--- src/rtl/coproc_pkg.sv ---
// Shared definitions for the frame buffer: state encoding, default pixel
// width, coordinate width and an address-width helper.
package coproc_pkg;

  // Coordinates from the scan controller are always 4 bits wide.
  localparam int COORD_W = 4;

  // Default pixel width.
  localparam int DATA_W_DEF = 8;

  // Frame buffer phases; the write and read sides never overlap.
  typedef enum logic [1:0] {
    EMPTY    = 2'b00,
    FILLING  = 2'b01,
    FULL     = 2'b10,
    DRAINING = 2'b11
  } fb_state_e;

  // Address width for a memory of 'depth' words, never less than one bit.
  function automatic int addr_w(input int depth);
    return (depth <= 2) ? 1 : $clog2(depth);
  endfunction

endpackage

--- src/rtl/frame_buffer_if.sv ---
// Pixel write port from the scan controller plus the raster output stream.
//
// Handshake: the stream side is plain valid/ready. A beat transfers on a
// rising clk edge where out_valid and out_ready are both high. Once
// out_valid rises it stays high, with out_data/out_last frozen, until that
// beat is accepted. out_ready may toggle freely and never depends on
// out_valid. The pixel port has no backpressure: pixel_valid is a one-cycle
// strobe qualified by x/y/pixel_data in the same cycle.
interface frame_buffer_if
  import coproc_pkg::*;
#(
  parameter int DATA_W = DATA_W_DEF
) ();

  logic               pixel_valid;
  logic [COORD_W-1:0] x;
  logic [COORD_W-1:0] y;
  logic [DATA_W-1:0]  pixel_data;

  logic               out_valid;
  logic               out_ready;
  logic [DATA_W-1:0]  out_data;
  logic               out_last;

  // Producer of pixels and consumer of the stream.
  modport master (
    output pixel_valid, x, y, pixel_data, out_ready,
    input  out_valid, out_data, out_last
  );

  // The frame buffer itself.
  modport slave (
    input  pixel_valid, x, y, pixel_data, out_ready,
    output out_valid, out_data, out_last
  );

endinterface

--- src/rtl/frame_mem.sv ---
// Frame storage: one synchronous write port, one asynchronous read port,
// no reset so it can be swapped for a RAM macro.
module frame_mem #(
  parameter int DEPTH  = 16,
  parameter int DATA_W = 8,
  parameter int AW     = 4
) (
  input  logic              clk,
  input  logic              we_i,
  input  logic [AW-1:0]     waddr_i,
  input  logic [DATA_W-1:0] wdata_i,
  input  logic [AW-1:0]     raddr_i,
  output logic [DATA_W-1:0] rdata_o
);

  logic [DATA_W-1:0] mem_q [DEPTH];

  // Capture a pixel on each write strobe.
  always_ff @(posedge clk) begin
    if (we_i) begin
      mem_q[waddr_i] <= wdata_i;
    end
  end

  assign rdata_o = mem_q[raddr_i];

endmodule

--- src/rtl/frame_buffer.sv ---
// Frame buffer: captures one frame of pixels addressed by x/y, flags
// completion, then streams it out in raster order. Single buffer, so
// capture and drain are strictly sequential phases of one FSM.
module frame_buffer
  import coproc_pkg::*;
#(
  parameter int img_height = 4,
  parameter int img_width  = 4,
  parameter int DATA_W     = DATA_W_DEF
) (
  input  logic           clk,
  input  logic           reset,
  input  logic           clear,
  input  logic           drain_en,
  frame_buffer_if.slave  bus,
  output logic           frame_done,
  output logic           busy,
  output logic           overflow,
  output logic           coord_err,
  output fb_state_e      dbg_state
);

  localparam int DEPTH = img_height * img_width;
  localparam int AW    = addr_w(DEPTH);
  localparam logic [AW-1:0] LAST_ADDR = AW'(DEPTH - 1);
  localparam logic [COORD_W-1:0] LAST_X = COORD_W'(img_width - 1);
  localparam logic [COORD_W-1:0] LAST_Y = COORD_W'(img_height - 1);

  fb_state_e         state_q, state_d;
  logic [AW-1:0]     rd_addr_q, rd_addr_d;
  logic              out_valid_q, out_valid_d;
  logic [DATA_W-1:0] out_data_q, out_data_d;
  logic              out_last_q, out_last_d;
  logic              frame_done_q, frame_done_d;
  logic              busy_q, busy_d;
  logic              overflow_q, overflow_d;
  logic              coord_err_q, coord_err_d;

  logic              in_range;
  logic              last_px;
  logic [AW-1:0]     wr_addr;
  logic [AW-1:0]     rd_sel;
  logic              mem_we;
  logic [DATA_W-1:0] mem_rdata;

  // Coordinate decode: range check, raster address, final-pixel detect.
  always_comb begin
    in_range = ({1'b0, bus.x} < (COORD_W + 1)'(img_width)) &&
               ({1'b0, bus.y} < (COORD_W + 1)'(img_height));
    last_px  = (bus.x == LAST_X) && (bus.y == LAST_Y);
    wr_addr  = AW'(({{COORD_W{1'b0}}, bus.y} * (2 * COORD_W)'(img_width)) +
                   {{COORD_W{1'b0}}, bus.x});
  end

  // The single read port serves both the first beat (address 0, fetched
  // while still FULL) and every following beat (rd_addr while DRAINING).
  assign rd_sel = (state_q == FULL) ? '0 : rd_addr_q;

  frame_mem #(
    .DEPTH  (DEPTH),
    .DATA_W (DATA_W),
    .AW     (AW)
  ) u_mem (
    .clk     (clk),
    .we_i    (mem_we),
    .waddr_i (wr_addr),
    .wdata_i (bus.pixel_data),
    .raddr_i (rd_sel),
    .rdata_o (mem_rdata)
  );

  // Next-state, memory write enable and output register inputs.
  always_comb begin
    state_d      = state_q;
    rd_addr_d    = rd_addr_q;
    out_valid_d  = out_valid_q;
    out_data_d   = out_data_q;
    out_last_d   = out_last_q;
    frame_done_d = 1'b0;
    overflow_d   = overflow_q;
    coord_err_d  = coord_err_q;
    mem_we       = 1'b0;

    if (clear) begin
      // Abort beats everything else, including a write in the same cycle.
      state_d     = EMPTY;
      rd_addr_d   = '0;
      out_valid_d = 1'b0;
      out_last_d  = 1'b0;
      overflow_d  = 1'b0;
      coord_err_d = 1'b0;
    end else begin
      unique case (state_q)
        EMPTY, FILLING: begin
          if (bus.pixel_valid) begin
            if (in_range) begin
              mem_we = 1'b1;
              // Landing on the bottom-right pixel closes the frame even if
              // earlier pixels were skipped.
              if (last_px) begin
                state_d      = FULL;
                frame_done_d = 1'b1;
              end else begin
                state_d = FILLING;
              end
            end else begin
              coord_err_d = 1'b1;
            end
          end
        end

        FULL: begin
          if (bus.pixel_valid) begin
            overflow_d = 1'b1;
          end
          if (drain_en) begin
            state_d     = DRAINING;
            out_data_d  = mem_rdata;
            out_valid_d = 1'b1;
            out_last_d  = (DEPTH == 1);
            rd_addr_d   = AW'(1);
          end
        end

        DRAINING: begin
          if (bus.pixel_valid) begin
            overflow_d = 1'b1;
          end
          if (out_valid_q && bus.out_ready) begin
            if (out_last_q) begin
              out_valid_d = 1'b0;
              out_last_d  = 1'b0;
              rd_addr_d   = '0;
              state_d     = EMPTY;
            end else begin
              out_data_d = mem_rdata;
              out_last_d = (rd_addr_q == LAST_ADDR);
              rd_addr_d  = rd_addr_q + AW'(1);
            end
          end
        end

        default: begin
          state_d = EMPTY;
        end
      endcase
    end

    // busy is registered from the next state so it has no input-to-output path.
    busy_d = (state_d != EMPTY);
  end

  // State and output registers, cleared asynchronously.
  always_ff @(posedge clk or posedge reset) begin
    if (reset) begin
      state_q      <= EMPTY;
      rd_addr_q    <= '0;
      out_valid_q  <= 1'b0;
      out_data_q   <= '0;
      out_last_q   <= 1'b0;
      frame_done_q <= 1'b0;
      busy_q       <= 1'b0;
      overflow_q   <= 1'b0;
      coord_err_q  <= 1'b0;
    end else begin
      state_q      <= state_d;
      rd_addr_q    <= rd_addr_d;
      out_valid_q  <= out_valid_d;
      out_data_q   <= out_data_d;
      out_last_q   <= out_last_d;
      frame_done_q <= frame_done_d;
      busy_q       <= busy_d;
      overflow_q   <= overflow_d;
      coord_err_q  <= coord_err_d;
    end
  end

  assign bus.out_valid = out_valid_q;
  assign bus.out_data  = out_data_q;
  assign bus.out_last  = out_last_q;
  assign frame_done    = frame_done_q;
  assign busy          = busy_q;
  assign overflow      = overflow_q;
  assign coord_err     = coord_err_q;
  assign dbg_state     = state_q;

endmodule
--- src/flat_wrapper.sv ---
// flat-port wrapper written by rule: the top's interface ports become plain ports
module frame_buffer_flat import coproc_pkg::*;
#(
  parameter int img_height = 4,
  parameter int img_width  = 4,
  parameter int DATA_W     = DATA_W_DEF
)
  (clk, reset, clear, drain_en, frame_done, busy, overflow, coord_err, dbg_state, bus_pixel_valid, bus_x, bus_y, bus_pixel_data, bus_out_ready, bus_out_valid, bus_out_data, bus_out_last);
  frame_buffer_if #(.DATA_W(DATA_W)) bus_i ();
  input  logic clk;
  input  logic reset;
  input  logic clear;
  input  logic drain_en;
  output logic frame_done;
  output logic busy;
  output logic overflow;
  output logic coord_err;
  output fb_state_e dbg_state;
  input wire logic [$bits(bus_i.pixel_valid)-1:0] bus_pixel_valid;
  input wire logic [$bits(bus_i.x)-1:0] bus_x;
  input wire logic [$bits(bus_i.y)-1:0] bus_y;
  input wire logic [$bits(bus_i.pixel_data)-1:0] bus_pixel_data;
  input wire logic [$bits(bus_i.out_ready)-1:0] bus_out_ready;
  output wire logic [$bits(bus_i.out_valid)-1:0] bus_out_valid;
  output wire logic [$bits(bus_i.out_data)-1:0] bus_out_data;
  output wire logic [$bits(bus_i.out_last)-1:0] bus_out_last;
  assign bus_i.pixel_valid = bus_pixel_valid;
  assign bus_i.x = bus_x;
  assign bus_i.y = bus_y;
  assign bus_i.pixel_data = bus_pixel_data;
  assign bus_i.out_ready = bus_out_ready;
  assign bus_out_valid = bus_i.out_valid;
  assign bus_out_data = bus_i.out_data;
  assign bus_out_last = bus_i.out_last;
  frame_buffer #(.img_height(img_height), .img_width(img_width), .DATA_W(DATA_W)) u_core (.clk(clk), .reset(reset), .clear(clear), .drain_en(drain_en), .bus(bus_i), .frame_done(frame_done), .busy(busy), .overflow(overflow), .coord_err(coord_err), .dbg_state(dbg_state));
endmodule
--- config.mk ---
export PLATFORM = sky130hd
export DESIGN_NAME = frame_buffer_flat
export DESIGN_NICKNAME = d
export VERILOG_FILES = /design/src/rtl/coproc_pkg.sv /design/src/rtl/frame_buffer_if.sv /design/src/rtl/frame_mem.sv /design/src/rtl/frame_buffer.sv /design/src/flat_wrapper.sv
export SDC_FILE = /design/constraint.sdc
export NUM_CORES = 1
export LEC_CHECK = 0
export ABC_AREA = 1
export CAP_MARGIN = 20
export CORE_MARGIN = 10
export CORE_UTILIZATION = 56
export CTS_BUF_LIST = sky130_fd_sc_hd__clkbuf_2
export DETAILED_ROUTE_END_ITERATION = 10
export PLACE_DENSITY = 0.79
export SYNTH_ARGS = -nofsm -noshare
export SYNTH_HDL_FRONTEND = slang
export SYNTH_HIERARCHICAL = 1
export SYNTH_SLANG_ARGS = --single-unit
--- constraint.sdc ---
create_clock -name clk -period 1.57 [get_ports clk]
set_input_delay 0.3925 -clock clk [delete_from_list [all_inputs] [get_ports clk]]
set_output_delay 0.3925 -clock clk [all_outputs]
set_load 0.02 [all_outputs]
==> results.py, run 1 <==
metrics = {
    "outcome": {
        "status": "finished, violations left",
        "failed_checks": "setup timing",
    },
    "clock_tree": {
        "cts-root-buf": "clkbuf_2",
        "clockBufferDepth": 2,
        "clkSinkCount": 148,
        "cts_buffers": 17,
        "clk_pin_slew_ns": 0.21,
        "clk_latency_ns": 0.75,
        "cts.htree.levels": 4,
        "tritoncts": "built",
    },
    "synthesis": {
        "synth.top_cell.area_share": 0.5781,
        "ys_types": 26,
        "yosysTopAreaCell": "edfxtp_1",
        "ys_ff_latch": 148,
        "yosysMostFrequentCell": "nand2_1",
        "synthFlopType": "edfxtp_1",
        "synth-simple-area-share": 0.2347,
        "synth_top_cells_by_count": "211 x nand2_1, 128 x edfxtp_1, 114 x inv_1",
        "syn_area_mm2": 0.006649,
        "synth_edf_count": 128,
        "synth.avg_cell_area_um2": 9.836,
        "syn-num-nets": 700,
        "yosysSeqAreaShare": 0.6534,
        "synth-adder-area-share": 0.003764,
        "synthCells": 676,
        "synth_mux_area_frac": 0,
        "synth.area.top_cells": "edfxtp_1 58%, nand2_1 12%, nand3_1 8.1%",
        "synth-xor-area-share": 0.002635,
        "synth-async-reset-ratio": 0.1351,
        "synth_top_family_by_area": "simple AND/OR/NAND/NOR gates",
        "synth_compound_area_frac": 0.01223,
        "yosysWarnings": 6,
    },
    "cells_and_area": {
        "nets": 829,
        "syn_to_final_growth_pct": 36.47,
        "fill_cells": 605,
        "drive_gt1_frac": 0.3337,
        "antenna_cells": 0,
    },
    "timing": {
        "max_freq_mhz": 510.9,
        "hold_viol_final": 0,
        "fin_skew_ns": 0.03303,
        "finalMaxSlewViolations": 0,
        "min_period_over_period": 1.247,
        "fin_crit_ns": 1.957,
        "setup_slack_ns": -0.3873,
        "rsz0062_at_grt": "yes",
        "worst_pin_slew_ns": 0.5754,
        "slew_headroom": 0.6155,
        "setup_violations": 152,
        "fin_setup_tns_ns": -30.95,
    },
    "placement": {
        "gp_routability_congestion": 0.9486,
        "pre_cts_ws_ns": -0.6705,
        "port_buffers": 37,
        "dp_hpwl_mm": 11.92,
    },
    "floorplan": {
        "die_height_um": 129.0,
        "std_cell_rows": 39,
        "io_pins": 38,
        "start_util": 0.5774,
        "core_mm2": 0.01152,
        "dieArea_mm2": 0.01663,
        "fp.dieW_um": 129.0,
    },
    "route": {
        "viasPerCell": 5.940,
        "drc": 0,
        "initialDrtViolationCount": 935,
        "first_pass_iters": 8,
        "route.vias.total": 5708,
        "wl_mm": 20.58,
        "ant_nets": 0,
        "wl_per_cell_um": 21.42,
    },
    "critical_path": {
        "crit_type": "reg2reg",
        "ff2ff_setup_slack_ns": -0.39,
        "worstSetupStartpointType": "flip-flop",
        "crit_fanout": 9,
        "crit_arrival_ns": 2.61,
        "critPathCaptureType": "flip-flop",
        "critical_path_required_ns": 2.22,
    },
    "global_route": {
        "antenna_found_initial": 0,
        "grt_pass1_wl_mm": 29.10,
        "grt_max_degree": 33,
        "grt_use_total": 0.2323,
        "grt_pass1_vias": 5373,
        "gr-total-overflow": 0,
    },
    "power_and_ir_drop": {
        "power.leakage_nw": 3.992,
        "p_total_mw": 7.435,
        "ir_drop_uv": 776.6,
        "powerDensity_mw_per_mm2": 819.4,
    },
    "hold_path": {
        "hp-class": "in2reg",
    },
    "flow_run": {
        "max_cap_viol_count": 0,
    },
}
## cells in the final DEF (no fill, tap or decap), drive strengths merged
cell / count
a21oi: 2
a31oi: 1
buf: 109
bufinv: 2
clkbuf: 23
clkdlybuf4s50: 21
clkinv: 7
clkinvlp: 1
dfrtp: 20
dlygate4sd3: 1
edfxtp: 128
ha: 2
inv: 120
nand2: 216
nand3: 108
nand3b: 2
nand4: 1
nor2: 36
nor3: 1
nor4: 1
o21ai: 13
or2: 1
xnor2: 2
## worst paths after layout
check,startpoint,endpoint,cells past startpoint
max,u_core/dbg_state[1],u_core/bus.out_data[3],13
min,bus_x[1],u_core/frame_done,3
max reg2reg,u_core/dbg_state[1],u_core/bus.out_data[3],13
min reg2reg,u_core/overflow,u_core/overflow,2
max in group asynchronous,reset,u_core/dbg_state[1],4
min in group asynchronous,reset,u_core/bus.out_data[6],4
## where the power goes
part	switching, mW	internal (mW)	total, mW
Sequential	0.0164	4.30	4.31
Combinational	0.580	0.479	1.06
Clock	1.34	0.729	2.06
Total	1.93	5.50	7.44
## repair_timing
item / in CTS / in global routing
pin swaps: 30 / 22
setup buffers: 17 / 9
endpoints found under the setup margin: 152 / 159
hold buffers: 1 / 0
cloned: 5 / 4
gates resized for setup: 199 / 58
endpoints found under the hold margin: 20 / 0
## sequential cells by signal, summed over array words and instances (netlist names)
signal	flops
u_core/rd_addr_q	4
u_core/busy	1
u_core/u_mem/mem_q	128
u_core/dbg_state	2
u_core/bus.out_valid	1
u_core/frame_done	1
u_core/coord_err	1
u_core/bus.out_data	8
u_core/bus.out_last	1
u_core/overflow	1
## stage by stage
step / hold slack (ns) / cell area (um^2) / util / std cells
CTS: 0.1960 / 8720 / 0.7572 / 950
finish: 0.2872 / 9074 / 0.7879 / 961
global route: 0.2802 / 9074 / 0.7879 / 961
detailed placement: 0.4935 / 7809 / 0.6781 / 895
floorplan: 0.3563 / 6774 / - / 676
global placement: 0.4821 / 7809 / 0.6781 / 895
## layer usage
layer  share of wire  vias to the layer above  wire [um]  global-route usage
met1            0.34                     2683       7076              0.2811
met3            0.11                      119       2238             0.04805
met5               0                        -          0                   0
met2            0.49                      466      10150              0.3890
met4           0.054                        0       1119              0.1157
li1                -                     2440          -                   -
## worst max-delay path, stage by stage, from the launching register on
cell and delay, ns:
dfrtp_2 0.47, buf_6 0.13, inv_6 0.06, nor2_8 0.04, nor2_4 0.18, buf_6 0.19
buf_12 0.14, nand2_1 0.06, nand3_1 0.11, nand3_1 0.12, nand3_1 0.13, nand2_2 0.09
nand2_1 0.08, nand2_1 0.05
## layout make-up
cell class              instances  area (um^2)  area share
repair buffers                134         1559      0.1718
flip-flops and latches        148         4345      0.4789
inverters                     118        455.4     0.05019
clock buffers                  20        100.1     0.01103
well taps                     143        178.9     0.01972
clock inverters                12        115.1     0.01269
multi-input cells             386         2320      0.2557
## kinds of logic after synthesis
family | Yosys count
AOI/OAI and AO/OA | 16
xor gates and xnor gates | 2
adders and majority gates | 2
DFF | 148
buffers and inverters | 143
and+or+nand+nor | 365
(Power assumes the default switching activity.)
==> run 2, diff against run 1 <==
Settings changed: CAP_MARGIN 20 to unset.
==> results of run 2 <==
The final DEF is identical to that of run 1; final timing and power are the same.
==> run 3, diff against run 2 <==
Settings changed: PLACE_DENSITY 0.79 to 0.8, TNS_END_PERCENT set to 5.
==> results.py, run 3 (synthesis gave the netlist of run 1 again) <==
metrics = {
    "clock_tree": {
        "clk_pin_slew_ns": 0.21,
        "clk_latency_ns": 0.76,
        "cts.htree.levels": 4,
        "clockBufferDepth": 2,
        "cts-root-buf": "clkbuf_2",
        "clkSinkCount": 148,
        "tritoncts": "built",
        "cts_buffers": 17,
    },
    "flow_run": {
        "max_cap_viol_count": 0,
    },
    "critical_path": {
        "ff2ff_path_depth": 14,
        "crit_type": "reg2reg",
        "cp_num_cells": 14,
        "worstSetupStartpointType": "flip-flop",
        "cp_slowest_stage_delay_ns": 0.42,
        "critPathCaptureType": "flip-flop",
        "path_delay_family": "simple AND/OR/NAND/NOR gates",
        "critical_path_required_ns": 2.23,
        "crit_fanout": 12,
        "crit_path_top_delay_cell": "dfrtp_1",
        "cpMostUsedCell": "nand2_1",
        "worstPathCellList": "buf_6, inv_6, nor2_8, nor2_4, buf_12, inv_16, buf_12, nand2_1, nand3_1, nand3_2, nand3_1, nand2_1, nand2_1, nand2_1",
        "crit_arrival_ns": 2.50,
        "worst-path-buf-inv": 5,
    },
    "floorplan": {
        "dieArea_mm2": 0.01663,
        "die_height_um": 129.0,
        "fp.dieW_um": 129.0,
        "start_util": 0.5774,
        "io_pins": 38,
        "std_cell_rows": 39,
        "core_mm2": 0.01152,
    },
    "placement": {
        "port_buffers": 37,
        "dp_hpwl_mm": 11.12,
        "placed_area_mm2": 0.007699,
        "gp_routability_congestion": 0.9423,
        "dp.cells": 896,
    },
    "timing": {
        "fin_hold_ws_ns": 0.2397,
        "fin_setup_tns_ns": -11.77,
        "setup_slack_ns": -0.2680,
        "setup_violations": 134,
        "hold_viol_final": 0,
        "max_freq_mhz": 544.1,
        "worst_pin_slew_ns": 0.5182,
        "rsz0062_at_grt": "yes",
        "slew_headroom": 0.6545,
        "fin_skew_ns": 0.03306,
        "finalMaxSlewViolations": 0,
        "min_period_over_period": 1.171,
        "fin_crit_ns": 1.838,
    },
    "route": {
        "first_pass_iters": 8,
        "route.vias.total": 5171,
        "viasPerCell": 5.489,
        "wl_met3_mm": 1.635,
        "ant_nets": 0,
        "highest_layer": "met4",
        "met2_length_mm": 8.349,
        "initialDrtViolationCount": 581,
        "wl_per_cell_um": 18.60,
        "wl_mm": 17.52,
        "drc": 0,
        "met1Wirelength_mm": 6.923,
    },
    "cells_and_area": {
        "final_area_mm2": 0.008521,
        "fin_cells": 942,
        "mostFrequentLayoutCells": "203 x nand2_1, 128 x edfxtp_1, 113 x inv_1",
        "drive_gt1_frac": 0.2416,
        "largest-register": "u_core/u_mem/mem_q",
        "largest_reg_flops": 128,
        "antenna_cells": 0,
        "syn_to_final_growth_pct": 28.15,
        "layout_commonest_cell": "nand2_1",
        "nets": 810,
    },
    "power_and_ir_drop": {
        "p_total_mw": 7.725,
        "power.leakage_nw": 3.809,
        "ir_drop_uv": 937.7,
        "powerDensity_mw_per_mm2": 906.6,
    },
    "global_route": {
        "grt_use_total": 0.2016,
        "grt_pass1_wl_mm": 25.31,
        "gr-total-overflow": 0,
        "antenna_found_initial": 0,
        "grt_max_degree": 39,
        "grt_pass1_vias": 4894,
    },
    "hold_path": {
        "hp-class": "in2reg",
        "hold_depth": 3,
    },
    "outcome": {
        "status": "finished, violations left",
        "failed_checks": "setup timing",
    },
}
-- run 3: stage by stage --
| step | setup WS (ns) | util |
|---|---|---|
| 6_report | -0.2680 | 0.7399 |
| 4_1_cts | -0.3223 | 0.7065 |
| 5_1_grt | -0.3459 | 0.7399 |
| 2_1_floorplan | -0.1357 | - |
| 3_3_place_gp | -0.5668 | 0.6685 |
| 3_5_place_dp | -0.6442 | 0.6685 |
-- run 3: metal layers --
layer	vias to the layer above	global-route usage
met2	295	0.3262
met5	-	0
met1	2424	0.2566
li1	2397	-
met3	55	0.04723
met4	0	0.08428
-- run 3: final cells by class --
class	instances	area, um^2
Multi-Input combinational cell	385	1954
Timing Repair Buffer	116	1277
Clock inverter	14	210.2
Inverter	118	464.2
Sequential cell	148	4345
Clock buffer	18	90.09
Fill cell	718	2995
Tap cell	143	178.9
-- run 3: report_power, final --
part / switching [mW] / leakage, nW / internal, mW
Sequential: 0.0125 / 1.42 / 4.30
Combinational: 0.487 / 2.23 / 0.367
Clock: 1.36 / 0.163 / 1.20
-- run 3: worst reg2reg max path: cells and delay by family, from the launching register on --
| kind | cells | cell delay, ns |
|---|---|---|
| buffers and inverters | 5 | 0.56 |
| DFF | 1 | 0.42 |
| and+or+nand+nor | 9 | 0.79 |
-- run 3: final timing paths --
kind                                        start                     end  slack, ns
hold reg to reg            u_core/bus.out_data[2]  u_core/bus.out_data[2]       0.53
setup / recovery              u_core/dbg_state[1]  u_core/bus.out_data[2]      -0.27
hold / removal                           drain_en    u_core/bus.out_valid       0.24
setup reg to reg              u_core/dbg_state[1]  u_core/bus.out_data[2]      -0.27
min in group asynchronous                   reset  u_core/bus.out_data[3]       0.48
max in group asynchronous                   reset     u_core/dbg_state[0]       0.83
-- run 3: what timing repair did --
item,CTS,global route
gates resized for setup,109,55
setup buffers,5,4
cloned,0,6
setup endpoints to repair,152,158
hold buffers,1,0
hold endpoints to repair,20,0
pin swaps,4,14
==> RTL edit 1, RTL diff (flow settings as in run 3) <==
Make the reset (`reset`) synchronous in one clocked block. Comments in the files are not updated.
--- a/src/rtl/frame_buffer.sv
+++ b/src/rtl/frame_buffer.sv
@@ -153,3 +153,3 @@
   // State and output registers, cleared asynchronously.
-  always_ff @(posedge clk or posedge reset) begin
+  always_ff @(posedge clk) begin
     if (reset) begin
Check against the original RTL: differs if reset is asserted again (counterexample within 4 cycles, from zero or initial values and one cycle with reset high); with reset held inactive, the same outputs for 4 cycles.
==> RTL edit 1 against run 3 <==
  * The run still ends with setup timing left
  * Non-clock buffer count down 6
  * Sequential cell count is the same
  * Design area shrank 0.21%
  * Area after synthesis decreased by 1.4%
  * Routed wire length is 7.7% higher
  * Worst setup slack worse by 31 ps
  * First-iteration DRC count increased by 40%
  * Critical path depth decreased by 1
Power is not compared: it rests on default switching activity, and its combinational part moved more than twofold at a synthesized area within 25%.
==> RTL edit 1: results (changes against run 3) <==
| Metric | Value |
|---|---|
| Status | finished, violations left |
| Failing checks | setup timing |
| Pre-antenna DRT Iters | 6 (-2) |
| GR Util met2 | 33.3% (+0.70 points) |
| Largest net degree at the start of global routing | 33 (-15%) |
| Post-synth ARST share | 0% (-14 points) |
| Worst Max-Slew Pin Slew | 484 ps (-34.4 ps) |
| Vias in the first global route | 5,005 (+2.3%) |
| Endpoints failing setup | 149 (+11%) |
| Repair and plain buffers | 110 (-5.2%) |
| Placed cell count | 891 (-0.56%) |
| Met1 WL | 6610 µm (-4.5%) |
| Sequential area share after synthesis | 64.8% (-0.57 points) |
| WHS Endpoint | u_core/bus.out_valid$_SDFFE_PP0P_ |
| Setup_tns | -12,380 ps (-613 ps) |
| Nonclk inv count | 124 (+5.1%) |
| CP peak stage delay | 390 ps (-30 ps) |
| Share of post-route cells with drive strength above 1 | 29.7% (+5.5 points) |
| First-pass GRT wire length | 25,800 µm (+1.8%) |
| Vias per cell | 5.76 (+5.0%) |
| DR WL met3 | 2230 µm (+37%) |
| Buffer share of cell area | 14.5% (-0.48 points) |
| Area contributors post-synth | edfxtp_1, nand2_1, nand3_1 |
| Final Wtd Congestion | 0.979 (+3.9%) |
| Critical Path Slowest Stage Cell | dfxtp_2 |
| Multi-input gate count | 381 (-1.0%) |
| Non-filler cells, final | 938 (-0.42%) |
| R2r setup slk | -300 ps (-30 ps) |
| Worst Path Arrival | 2550 ps (+50 ps) |
| Fraction of area in multi-input gates | 24.7% (+1.8 points) |
| CP Capture Point | u_core/bus.out_data[6]$_SDFFE_PP0P_ |
| Fraction of area in registers | 50.2% (-0.84 points) |
| # fillers | 712 (-0.84%) |
| Sequential cell area | 4270 µm² (-1.8%) |
| Worst-case reg-to-reg path depth | 13 (-1) |
| All-Layer GR Usage | 20.6% (+0.42 points) |
| DIE AREA | 16,400 µm² (-1.2%) |
| DP Area | 7540 µm² (-2.0%) |
| Crit path max fanout | 8 (-4) |
| Cells after Synth | 677 (+0.15%) |
| Layout Skew | 35.3 ps (+2.22 ps) |
| CTS resizes | 156 (+43%) |
| Routed met2 length | 9110 µm (+9.1%) |
| Nets | 806 (-0.49%) |
| Final WS setup | -299 ps (-30.7 ps) |
[RTL edit 1: power by group through the flow]
stage / clock network (W) / registers [W] / logic, W
after detailed placement: 0 / 0.00436 / 0.000271
after global placement: 0 / 0.00436 / 0.000264
after global routing: 0.00242 / 0.00427 / 0.000303
after CTS: 0.00223 / 0.00427 / 0.000283
after floorplan: 0 / 0.00436 / 0.0000613
final: 0.00220 / 0.00427 / 0.000295
[RTL edit 1: cell families after synthesis]
kind of cell	after synthesis	synth area share, %
and+or+nand+nor	356	23.0
buffers and inverters	148	9.72
DFF	148	64.8
AOI/OAI and AO/OA	21	1.83
xor gates and xnor gates	2	0.267
adders and majority gates	2	0.382
[RTL edit 1: through the flow]
step	hold WS, ps	setup WS (ps)
floorplan	466	-201
global placement	455	-724
detailed placement	466	-766
CTS	268	-213
global route	273	-336
finish	349	-299
==> RTL edit 2, RTL diff (config.mk and constraints of run 3) <==
Made on the original files. The package constant `COORD_W` goes from 4 to 6.
--- a/src/rtl/coproc_pkg.sv
+++ b/src/rtl/coproc_pkg.sv
@@ -5,3 +5,3 @@
   // Coordinates from the scan controller are always 4 bits wide.
-  localparam int COORD_W = 4;
+  localparam int COORD_W = 6;
 
Ports: changed (resized bus_x and bus_y); port bits go from 38 to 42. No check against the original RTL was run, so the function may have changed too.
==> RTL edit 2 against run 3 <==
  * The flow still finishes with violations (setup timing)
  * Routed wire length increased by 9.4%
  * First-iteration DRC count increased by 37%
  * Critical path depth increased by 1
  * Clock skew decreased by 6.8 ps
  * Sequential cell count unchanged
  * Design area increased by 2.8%
  * Die area increased by 0.52%
  * Worst setup slack got worse by 140 ps
  * Area after synthesis increased by 0.62%
  * Worst hold slack improved by 100 ps
  * Non-clock buffer count increased by 13
  * Cell count increased by 1.6%
  * Power decreased by 2.1%
  * Highest routed layer unchanged
==> RTL edit 2: results (changes against run 3) <==
| Metric | Value |
|---|---|
| HPWL Detailed | 11,200 µm (+0.60%) |
| Largest Register | u_core/u_mem/mem_q |
| Reg-to-reg critical path startpoint | u_core/dbg_state[1]$_DFF_PP0_ |
| Final WS setup | -412 ps (-144 ps) |
| Cell variety after synth | 28 (+7.7%) |
| Root Driver | clkbuf_2 |
| All-Layer GR Usage | 20.8% (+0.62 points) |
| Antenna violations before repair | 1 (+1) |
| Leakage | 3.94 nW (+3.5%) |
| Worst Path Arrival | 2630 ps (+130 ps) |
| Switching power | 0.00206 W (+11%) |
| Nets | 827 (+2.1%) |
| Vias in the first global route | 5,022 (+2.6%) |
| Warnings, synthesis | 6 (unchanged) |
| Layout Skew | 26.3 ps (-6.80 ps) |
| Worst Max-Slew Pin Slew | 580 ps (+61.8 ps) |
| I/O Buffers | 41 (+11%) |
| Failing checks | setup timing |
| H-tree depth | 4 (unchanged) |
| Share of post-route cells with drive strength above 1 | 31.4% (+7.2 points) |
| Pre-antenna DRT Iters | 6 (-2) |
| VDD IR max | 0.000831 V (-11%) |
| Sequential area share after synthesis | 64.9% (-0.40 points) |
| Largest net degree at the start of global routing | 25 (-36%) |
| Worst skew pair latency | 770 ps |
| Endpoints failing setup | 154 (+15%) |
| CP peak stage delay | 440 ps (+20 ps) |
| Cell family with most CP delay | buffers and inverters |
| Final Wtd Congestion | 0.940 (-0.21%) |
| Vias per cell | 5.68 (+3.4%) |
| GR Util met2 | 35.2% (+2.6 points) |
| Worst-case reg-to-reg path depth | 15 (+1) |
| Crit Reg-Reg Endpoint | u_core/bus.out_data[6]$_DFFE_PP0P_ |
| DP Area | 7770 µm² (+0.96%) |
| # fillers | 685 (-4.6%) |
| Setup_tns | -28,650 ps (-16,880 ps) |
| Post-synth net total | 704 (+0.57%) |
| Clock-pin transition on the worst setup and hold timing paths | 210 ps (about the same) |
| Final WL | 19,200 µm (+9.4%) |
| Pre-CTS worst setup slack | -713 ps (-68.8 ps) |
| Status | finished, violations left |
| Met1 usage | 24.4% (-1.3 points) |
| Met3 GRT Util | 6.12% (+1.4 points) |
| First-pass GRT wire length | 26,200 µm (+3.5%) |
| Starting DRC count in detailed routing | 796 (+37%) |
| Area contributors post-synth | edfxtp_1, nand2_1, nand3_1 |
| CTS Buffer Depth | 2 (unchanged) |
| Synth top cells by count | nand2_1, edfxtp_1, inv_1, nand3_1, nor2_1 |
| Crit path max fanout | 8 (-4) |
| Critical Path Slowest Stage Cell | dfrtp_1 |
==> RTL edit 2: cells by family after synthesis <==
group	after synthesis	share of synthesized area (%)
flops	148	64.9
fa+ha+maj	2	0.374
compound gates	16	1.93
simple gates	355	22.7
buf+inv	153	9.84
xor+xnor	2	0.262
==> RTL edit 2: per-stage QoR <==
step	hold slack [ps]	std cells	total power, W	utilization [%]
6_report	340	957	0.00757	75.8
5_1_grt	301	957	0.00782	75.8
4_1_cts	275	946	0.00733	71.5
3_5_place_dp	468	900	0.00512	67.2
3_3_place_gp	466	900	0.00510	67.2
2_1_floorplan	356	676	0.00477	-
==> RTL edit 2: tightest hold or removal path: stages <==
cell and delay (ps):
clkdlybuf4s50_1 420, nand2_1 120, buf_4 120, nor4_1 40
==> RTL edit 2: how the worst min path moves through the flow <==
stage / from / endpoint / cells after the start
after global routing: bus_y[0] / u_core/frame_done$_DFF_PP0_ / 4
after global placement: u_core/bus.out_data[6]$_DFFE_PP0P_ / u_core/bus.out_data[6]$_DFFE_PP0P_ / 2
after detailed placement: u_core/bus.out_data[2]$_DFFE_PP0P_ / u_core/bus.out_data[2]$_DFFE_PP0P_ / 2
after CTS: bus_y[0] / u_core/frame_done$_DFF_PP0_ / 4
final: bus_y[0] / u_core/frame_done$_DFF_PP0_ / 4
after floorplan: reset / u_core/bus.out_data[0]$_DFFE_PP0P_ / 1
==> RTL edit 2: repair_timing <==
item,in CTS,in global routing
pin swaps,11,24
hold buffers,1,0
buffers inserted,11,5
endpoints found under the hold margin,20,0
setup endpoints to repair,152,157
resized for setup,117,83
cloned,2,6
==> RTL edit 2: layout make-up <==
| type | count | area (µm²) | area share, % |
|---|---|---|---|
| Clock inverter | 14 | 150 | 1.71 |
| Clock buffer | 18 | 90.1 | 1.03 |
| Multi-Input combinational cell | 375 | 2100 | 24.0 |
| Timing Repair Buffer | 129 | 1390 | 15.9 |
| Sequential cell | 148 | 4340 | 49.6 |
| Tap cell | 143 | 179 | 2.04 |
| Antenna cell | 2 | 5.00 | 0.0571 |
| Inverter | 128 | 499 | 5.70 |
==> RTL edit 2: power groups by stage <==
stage / registers (W) / logic (W) / clock network, W
2_1_floorplan: 0.00440 / 0.000370 / 0
3_3_place_gp: 0.00438 / 0.000723 / 0
3_5_place_dp: 0.00438 / 0.000740 / 0
4_1_cts: 0.00430 / 0.000819 / 0.00222
5_1_grt: 0.00430 / 0.00111 / 0.00241
6_report: 0.00430 / 0.00105 / 0.00222
==> RTL edit 2: per-layer routing <==
layer	vias up	share of wire, %
met3	87	10
met1	2557	35
li1	2420	-
met2	369	50
met4	0	4.9
met5	-	0
